File: src/rtl/lsu_responder.sv
// Load/store responder: takes one decoded memory access at a time, checks it
// for legality, issues a single aligned doubleword transaction and, for loads,
// extracts and extends the addressed field.
module lsu_responder (
  input  logic        clk,
  input  logic        rst,
  input  logic        req_valid,
  output logic        req_ready,
  input  logic        rd_mem_en,
  input  logic        wr_mem_en,
  input  logic [3:0]  wr_rd_mem_len,
  input  logic [6:0]  rd_mem_op,
  input  logic [63:0] addr,
  input  logic [63:0] wdata,
  input  logic [4:0]  rd_idx,
  output logic        mem_req_valid,
  input  logic        mem_req_ready,
  output logic [63:0] mem_addr,
  output logic        mem_we,
  output logic [7:0]  mem_wstrb,
  output logic [63:0] mem_wdata,
  input  logic        mem_rsp_valid,
  input  logic [63:0] mem_rdata,
  output logic        ld_valid,
  output logic [63:0] ld_data,
  output logic [4:0]  ld_rd,
  output logic        misalign_err,
  output logic        busy
);

  typedef enum logic [1:0] {
    IDLE     = 2'd0,
    REQ      = 2'd1,
    WAIT_RSP = 2'd2
  } state_t;

  state_t      state_q, state_d;
  logic [63:0] mem_addr_q, mem_addr_d;
  logic        mem_we_q, mem_we_d;
  logic [7:0]  mem_wstrb_q, mem_wstrb_d;
  logic [63:0] mem_wdata_q, mem_wdata_d;
  logic [2:0]  off_q, off_d;
  logic [6:0]  op_q, op_d;
  logic [4:0]  rd_q, rd_d;
  logic        ld_valid_q, ld_valid_d;
  logic [63:0] ld_data_q, ld_data_d;
  logic [4:0]  ld_rd_q, ld_rd_d;
  logic        misalign_q, misalign_d;

  // Request legality and lane-placement signals, evaluated on the raw inputs.
  logic        accept;
  logic        len_ok;
  logic        align_ok;
  logic        op_onehot;
  logic [3:0]  op_size;
  logic        illegal;
  logic [7:0]  base_mask;
  logic [63:0] shifted;
  logic [63:0] extended;

  assign req_ready     = (state_q == IDLE);
  assign busy          = (state_q != IDLE);
  assign mem_req_valid = (state_q == REQ);
  assign mem_addr      = mem_addr_q;
  assign mem_we        = mem_we_q;
  assign mem_wstrb     = mem_wstrb_q;
  assign mem_wdata     = mem_wdata_q;
  assign ld_valid      = ld_valid_q;
  assign ld_data       = ld_data_q;
  assign ld_rd         = ld_rd_q;
  assign misalign_err  = misalign_q;

  // Classify the incoming request: size, alignment and load-kind consistency.
  always_comb begin
    accept    = req_valid && req_ready;
    len_ok    = (wr_rd_mem_len == 4'd1) || (wr_rd_mem_len == 4'd2) ||
                (wr_rd_mem_len == 4'd4) || (wr_rd_mem_len == 4'd8);
    align_ok  = (({1'b0, addr[2:0]} & (wr_rd_mem_len - 4'd1)) == 4'd0);
    op_onehot = (rd_mem_op != 7'd0) && ((rd_mem_op & (rd_mem_op - 7'd1)) == 7'd0);
    op_size   = 4'd0;
    if (rd_mem_op[0])                      op_size = 4'd8;
    else if (rd_mem_op[1] || rd_mem_op[4]) op_size = 4'd4;
    else if (rd_mem_op[2] || rd_mem_op[5]) op_size = 4'd2;
    else if (rd_mem_op[3] || rd_mem_op[6]) op_size = 4'd1;
    illegal = (rd_mem_en && wr_mem_en) || !len_ok || !align_ok ||
              (rd_mem_en && !wr_mem_en && (!op_onehot || (op_size != wr_rd_mem_len)));
    base_mask = 8'h00;
    case (wr_rd_mem_len)
      4'd1:    base_mask = 8'h01;
      4'd2:    base_mask = 8'h03;
      4'd4:    base_mask = 8'h0F;
      4'd8:    base_mask = 8'hFF;
      default: base_mask = 8'h00;
    endcase
  end

  // Shift the returned doubleword down to the addressed field and extend it.
  always_comb begin
    shifted  = mem_rdata >> {off_q, 3'b000};
    extended = shifted;
    if (op_q[3])      extended = {{56{shifted[7]}},  shifted[7:0]};
    else if (op_q[2]) extended = {{48{shifted[15]}}, shifted[15:0]};
    else if (op_q[1]) extended = {{32{shifted[31]}}, shifted[31:0]};
    else if (op_q[6]) extended = {56'd0, shifted[7:0]};
    else if (op_q[5]) extended = {48'd0, shifted[15:0]};
    else if (op_q[4]) extended = {32'd0, shifted[31:0]};
  end

  // Next-state and next-register logic for the IDLE/REQ/WAIT_RSP sequence.
  always_comb begin
    state_d     = state_q;
    mem_addr_d  = mem_addr_q;
    mem_we_d    = mem_we_q;
    mem_wstrb_d = mem_wstrb_q;
    mem_wdata_d = mem_wdata_q;
    off_d       = off_q;
    op_d        = op_q;
    rd_d        = rd_q;
    ld_valid_d  = 1'b0;
    ld_data_d   = ld_data_q;
    ld_rd_d     = ld_rd_q;
    misalign_d  = 1'b0;

    case (state_q)
      IDLE: begin
        if (accept && (rd_mem_en || wr_mem_en)) begin
          if (illegal) begin
            misalign_d = 1'b1;
          end else begin
            state_d     = REQ;
            mem_addr_d  = {addr[63:3], 3'b000};
            mem_we_d    = wr_mem_en;
            mem_wstrb_d = wr_mem_en ? (base_mask << addr[2:0]) : 8'h00;
            mem_wdata_d = wr_mem_en ? (wdata << {addr[2:0], 3'b000}) : 64'd0;
            off_d       = addr[2:0];
            op_d        = rd_mem_op;
            rd_d        = rd_idx;
          end
        end
      end
      REQ: begin
        if (mem_req_ready) begin
          state_d = mem_we_q ? IDLE : WAIT_RSP;
        end
      end
      WAIT_RSP: begin
        if (mem_rsp_valid) begin
          state_d    = IDLE;
          ld_valid_d = 1'b1;
          ld_data_d  = extended;
          ld_rd_d    = rd_q;
        end
      end
      default: state_d = IDLE;
    endcase
  end

  // State and datapath registers; reset abandons any in-flight access.
  always_ff @(posedge clk or posedge rst) begin
    if (rst) begin
      state_q     <= IDLE;
      mem_addr_q  <= 64'd0;
      mem_we_q    <= 1'b0;
      mem_wstrb_q <= 8'h00;
      mem_wdata_q <= 64'd0;
      off_q       <= 3'd0;
      op_q        <= 7'd0;
      rd_q        <= 5'd0;
      ld_valid_q  <= 1'b0;
      ld_data_q   <= 64'd0;
      ld_rd_q     <= 5'd0;
      misalign_q  <= 1'b0;
    end else begin
      state_q     <= state_d;
      mem_addr_q  <= mem_addr_d;
      mem_we_q    <= mem_we_d;
      mem_wstrb_q <= mem_wstrb_d;
      mem_wdata_q <= mem_wdata_d;
      off_q       <= off_d;
      op_q        <= op_d;
      rd_q        <= rd_d;
      ld_valid_q  <= ld_valid_d;
      ld_data_q   <= ld_data_d;
      ld_rd_q     <= ld_rd_d;
      misalign_q  <= misalign_d;
    end
  end

endmodule

File: config.mk
export PLATFORM = sky130hd
export DESIGN_NAME = lsu_responder
export DESIGN_NICKNAME = d
export VERILOG_FILES = /design/src/rtl/lsu_responder.sv
export SDC_FILE = /design/constraint.sdc
export NUM_CORES = 1
export LEC_CHECK = 0
export CAP_MARGIN = 20
export CORE_UTILIZATION = 32
export CTS_CLUSTER_DIAMETER = 80
export CTS_CLUSTER_SIZE = 8
export DETAILED_ROUTE_END_ITERATION = 7
export PLACE_DENSITY = 0.7
export SYNTH_ARGS = -nofsm -noshare
export SYNTH_HDL_FRONTEND = slang
export SYNTH_SLANG_ARGS = --single-unit
export TNS_END_PERCENT = 30
File: constraint.sdc
create_clock -name clk -period 7.7 [get_ports clk]
set_input_delay 1.54 -clock clk [delete_from_list [all_inputs] [get_ports clk]]
set_output_delay 1.54 -clock clk [all_outputs]
set_load 0.02 [all_outputs]
# --- Word-level counts from Yosys, hierarchy flattened ---
# Cells that the tools add are included.
word_totals:
  rom_bits: 0
  mem_count: 0
  reg_bits: 222
  ramBits: 0
  latchBits: 0
  out_inout_bits: 211
  inputBits: 215
  wordCells: 84
classes:
  div: 0
  addsub: 2
  multipliers: 0
  n_eq_ne: 11
  shift: 3
  n_reduce_logical: 29
  bitwise: 3
  n_lt_le_gt_ge: 0
  muxes: 24
op_table:
  columns: ["op", "count"]
  rows:
  - ["$mux 64", 7]
  - ["$shl 64x6->64", 1]
  - ["$shr 64x6->64", 1]
  - ["$pmux 8 s4", 1]
  - ["$mux 2", 6]
  - ["$logic_or 1x1->1", 11]
  - ["$mux 8", 1]
  - ["$shl 8x3->8", 1]
  - ["$and 7x7->7", 1]
  - ["$logic_not 7->1", 1]
  - ["$reduce_bool 7->1", 1]
  - ["$sub 7x1->7 const B", 1]
  - ["$logic_and 1x1->1", 6]
  - ["$mux 1", 6]
  - ["$pmux 2 s3", 1]
  - ["$and 3x4->4", 1]
  - ["$eq 4x1->1 const B", 1]
  - ["$eq 4x2->1 const B", 1]
  - ["$eq 4x3->1 const B", 1]
  - ["$eq 4x4->1 const B", 1]
  - ["$logic_not 1->1", 4]
  - ["$logic_not 4->1", 1]
  - ["$mux 4", 1]
  - ["$ne 2x1->1 const B", 2]
  - ["other kinds (12)", 13]

# --- Logic depth before layout (Yosys ltp) ---
depth:
  word_depth: 12
  mapped_depth: 10
  mapped_depth_nobuf: 8

# --- Worst setup path after synthesis ---
# OpenSTA, ideal clock, no wires.
synth_path:
  path_kind: "input-to-reg"
  startpoint: "input port rd_mem_op[1]"
  endpoint: "register mem_addr_q[29], in the netlist mem_addr[29]"
  arrival_ns: 3.634
  path_stages: 9
  path_slack_ns: 3.939
  n_path_buf: 3
  required_ns: 7.573
  setup_time_ns: 0.127
  path_cell_list: "or4b_1 -> a2111oi_2 -> nor3_1 -> o311ai_2 -> and2_1 -> buf_4 -> buf_6 -> buf_6 -> mux2_1"
synth_via:
  elab_chain_cells: 10
  word_cells_on_any_way: 15
synth_lines:
  columns: ["item", "line_no", "text"]
  rows:
  - ["from (decl)", "12", "input logic [6:0] rd_mem_op,"]
  - ["$sub 7x1->7", "79", "op_onehot = (rd_mem_op != 7'd0) && ((rd_mem_op & (rd_mem_op - 7'd1)) == 7'd0);"]
  - ["$and 7x7->7", "79", null]
  - ["$logic_not 7->1", "79", null]
  - ["$logic_and 1x1->1", "79", null]
  - ["$logic_not 1->1", "86", "(rd_mem_en && !wr_mem_en && (!op_onehot || (op_size != wr_rd_mem_len)));"]
  - ["$logic_or 1x1->1 (*)", "86", null]
  - ["$logic_and 1x1->1 (*)", "86", null]
  - ["$logic_or 1x1->1 (*)", "85", "illegal = (rd_mem_en && wr_mem_en) || !len_ok || !align_ok ||"]
  - ["$not 1->1 (no source line) (*)", null, null]
  - ["$reduce_and 3->1 (no source line) (*)", null, null]
  - ["to (signal assigned)", "175", "mem_addr_q <= mem_addr_d;"]
  - ["to (decl)", "38", "logic [63:0] mem_addr_q, mem_addr_d;"]
# Every way passes the cells marked *; elsewhere a longest branch is shown, timed or not.
# A chain may end at the register's enable or synchronous reset.

# --- Final worst setup path ---
layout_path:
  startpoint: "input port addr[2]"
  endpoint: "register mem_addr_q[60], in the netlist mem_addr[60]"
layout_via:
  elab_chain_cells: 7
layout_lines:
  columns: ["item", "line_no", "text"]
  rows:
  - ["from (decl)", "13", "input logic [63:0] addr,"]
  - ["$and 3x4->4", "78", "align_ok = (({1'b0, addr[2:0]} & (wr_rd_mem_len - 4'd1)) == 4'd0);"]
  - ["$logic_not 4->1", "78", null]
  - ["$logic_not 1->1", "85", null]
  - ["$logic_or 1x1->1 (2 in series)", "85", null]
  - ["$not 1->1 (no source line)", null, null]
  - ["$reduce_and 3->1 (no source line)", null, null]
# Every way passes these cells.

==> results.py <==
metrics = {
    "clocking": {
        "cts_buffers": 34,
        "h-tree-depth": 2,
        "clock-root-buffer": "clkbuf_16",
        "clock_path_buffers": 3,
        "holdBufCountCts": 0,
        "ctsResizeCount": 0,
        "post_cts_buffers": 0,
        "clk_pin_slew_ns": 0.05,
        "cts_tree": "built",
        "worstSkewPairLatency_ns": 0.51,
        "cts.sinks": 221,
    },
    "detailed_routing": {
        "wire_per_inst_um": 21.23,
        "drt_iter0_drc": 619,
        "routed_wl_um": 42710,
        "dr.pass1.iters": 5,
        "drc": 0,
        "vias": 10850,
        "vias_per_cell": 5.393,
        "final_antenna_net_count": 0,
    },
    "worst_setup_path": {
        "startpoint_type": "input pin",
        "cp-endpoint": "mem_addr[60]",
        "path_class": "in -> reg",
        "critical-path-max-stage-delay_ns": 1.02,
        "path_cells": "clkdlybuf4s50_1, inv_1, nor2_1, nor4_1, and2_4, buf_12, mux2_2",
        "path_delay_family": "buffers and inverters",
        "crit_arrival_ns": 5.61,
        "r2r_setup_slack_ns": 4.31,
        "worstSetupStartpoint": "addr[2]",
        "crit_path_top_delay_cell": "inv_1",
        "timing.rr.start": "state_q[0]",
        "cp_max_fo": 45,
        "worstSetupEndpointType": "flop",
        "worst-path-buf-inv": 3,
        "required_ns": 8.08,
        "path_depth": 7,
        "reg2regPathDepth": 6,
        "reg2reg_to": "ld_data[58]",
    },
    "logic_synthesis": {
        "seq_area_frac_synth_pct": 46.52,
        "avgSynthCellArea_sq_um": 10.30,
        "synthTopCellsByCount": "dfrtp_1 (221), a21oi_1 (103), nand2_1 (96), nor2_1 (94), mux2_2 (87)",
        "ys_top_cells_by_area": "dfrtp_1 (47%), mux2_2 (8.2%), mux2i_1 (7.0%)",
        "synth_ff_type": "dfrtp_1",
        "synth.most_common_cell": "dfrtp_1",
        "ys_types": 57,
        "yosys.area.top_type": "dfrtp_1",
        "synth_edf_count": 0,
        "synth_warnings": 0,
        "synth-seq-cells": 221,
        "async_flop_share_pct": 100.0,
        "netlist_instances": 1154,
        "synth_area_sq_um": 11890,
        "synth_top_cell_area_share_pct": 46.52,
    },
    "power_and_ir_drop": {
        "ir_drop_mv": 0.1802,
        "power_density_nw_per_um2": 312.3,
        "p_leak_nw": 7.272,
    },
    "timing": {
        "setup_tns_ns": 0,
        "fin_worst_skew_ns": 0.01978,
        "hold_viol_final": 0,
        "worst_pin_slew_ns": 1.039,
        "final-setup-viol-count": 0,
        "fmax_mhz": 191.0,
        "whs_ns": 0.4636,
        "rsz0062_at_grt": "false",
        "slew_violations": 0,
        "max_slew_margin_pct": 30.51,
        "fin_crit_sh_pct": 68.01,
        "min_period_ns": 5.237,
    },
    "global_routing": {
        "grt_pass1_wl_um": 64790,
        "antenna_found_initial": 5,
        "grt_overflow_total": 0,
        "track_usage_pct": 22.02,
        "grt_max_degree": 101,
        "grt_pass1_vias": 10730,
    },
    "die": {
        "core_sq_um": 36610,
        "pin_count": 426,
        "die_area_sq_um": 37920,
        "die_y_um": 194.7,
        "rows": 70,
        "die_w_um": 194.7,
        "start_util_pct": 32.47,
    },
    "placement": {
        "placed_area_sq_um": 16380,
        "dp_cells": 1963,
        "globalplace.congestion": 0.9493,
        "place_hpwl_um": 31560,
        "placement.io_buffers": 422,
    },
    "final_layout": {
        "finalInstanceArea_sq_um": 17380,
        "final_util_pct": 47.47,
        "final_nets": 1752,
        "area_growth_pct": 46.18,
        "post_route_cells_drive_above_1_share_pct": 10.85,
        "final_cells": 2012,
    },
    "job": {
        "drv_cap": 0,
    },
    "outcome": {
        "status": "completed",
    },
    "hold_path": {
        "hp-class": "reg -> reg",
    },
}
-- flip-flops by register name, summed over array words and instances (netlist names) --
name,cells
rd_q,5
state_q,2
op_q,6
misalign_err,1
mem_addr,61
ld_rd,5
ld_data,64
mem_wstrb,8
mem_wdata,64
off_q,3
ld_valid,1
mem_we,1
-- per-layer routing --
metal | routed length (um) | vias up | track usage (%)
li1 | - | 4979 | -
met1 | 18300 | 5324 | 29.04
met2 | 20070 | 473 | 35.01
met3 | 2921 | 75 | 4.494
met4 | 1415 | 0 | 9.478
met5 | 0 | - | 0
-- tightest hold or removal path, cell delays in order (launching register included) --
cell     delay (ns)
dfrtp_1        0.33
nand2_1        0.05
nand2_1        0.05
-- cell usage in the layout, fill, tap and decap left out, types with 16 or more instances in the layout --
master	netlist	routed
a211oi_1	20	20
a21oi_1	103	103
a22o_1	29	29
clkbuf_16	0	37
clkdlybuf4s50_1	0	420
dfrtp_1	221	218
mux2_1	28	28
mux2_2	87	87
mux2i_1	83	83
nand2_1	96	95
nor2_1	94	94
nor3_1	16	16
o21a_1	16	16
o21ai_0	61	61
o22ai_1	18	18
o2bb2ai_1	44	44
-- report_power, final --
group | switching (mW) | leakage (nW) | internal, mW
registers | 0.274 | 2.88 | 1.50
clock network | 0.519 | 0.476 | 0.851
logic | 1.18 | 3.92 | 1.11
-- cell families after synthesis --
family	count (synthesis)	share of synthesized area, %
AOI/OAI and AO/OA	345	19.42
other	1	0.03155
muxes	207	19.59
DFF	221	46.52
xor gates and xnor gates	2	0.1474
adders and majority gates	5	0.5052
buffers and inverters	110	4.010
and+or+nand+nor	263	9.778
-- how the worst min path moves through the flow --
| stage | startpoint | end | slack [ns] | cells after the start |
|---|---|---|---|---|
| 5_1_grt | ld_rd[2] | ld_rd[2] | 0.49 | 2 |
| 6_report | ld_data[26] | ld_data[26] | 0.46 | 2 |
| 3_5_place_dp | rd_q[3] | ld_rd[3] | 0.45 | 2 |
| 2_1_floorplan | rd_q[0] | ld_rd[0] | 0.43 | 2 |
| 3_3_place_gp | rd_q[0] | ld_rd[0] | 0.45 | 2 |
| 4_1_cts | rd_q[4] | ld_rd[4] | 0.47 | 2 |
-- cell type report --
type | instances | area, sq um
inverter | 16 | 67.56
multi-input combinational | 825 | 5893
antenna | 5 | 12.51
fill | 3433 | 19230
tap | 468 | 585.6
clock inverter | 3 | 15.01
sequential | 221 | 5537
clock buffer | 39 | 943.4
timing repair buffer | 435 | 4324
-- per-stage QoR --
stage / total power, mW / setup WS [ns]
6_report: 5.428 / 2.463
5_1_grt: 5.700 / 2.294
4_1_cts: 5.480 / 2.356
3_5_place_dp: 4.068 / 1.831
3_3_place_gp: 4.030 / 1.985
2_1_floorplan: 2.987 / 0.1106
No activity file was read; power rests on OpenSTA's default activity.
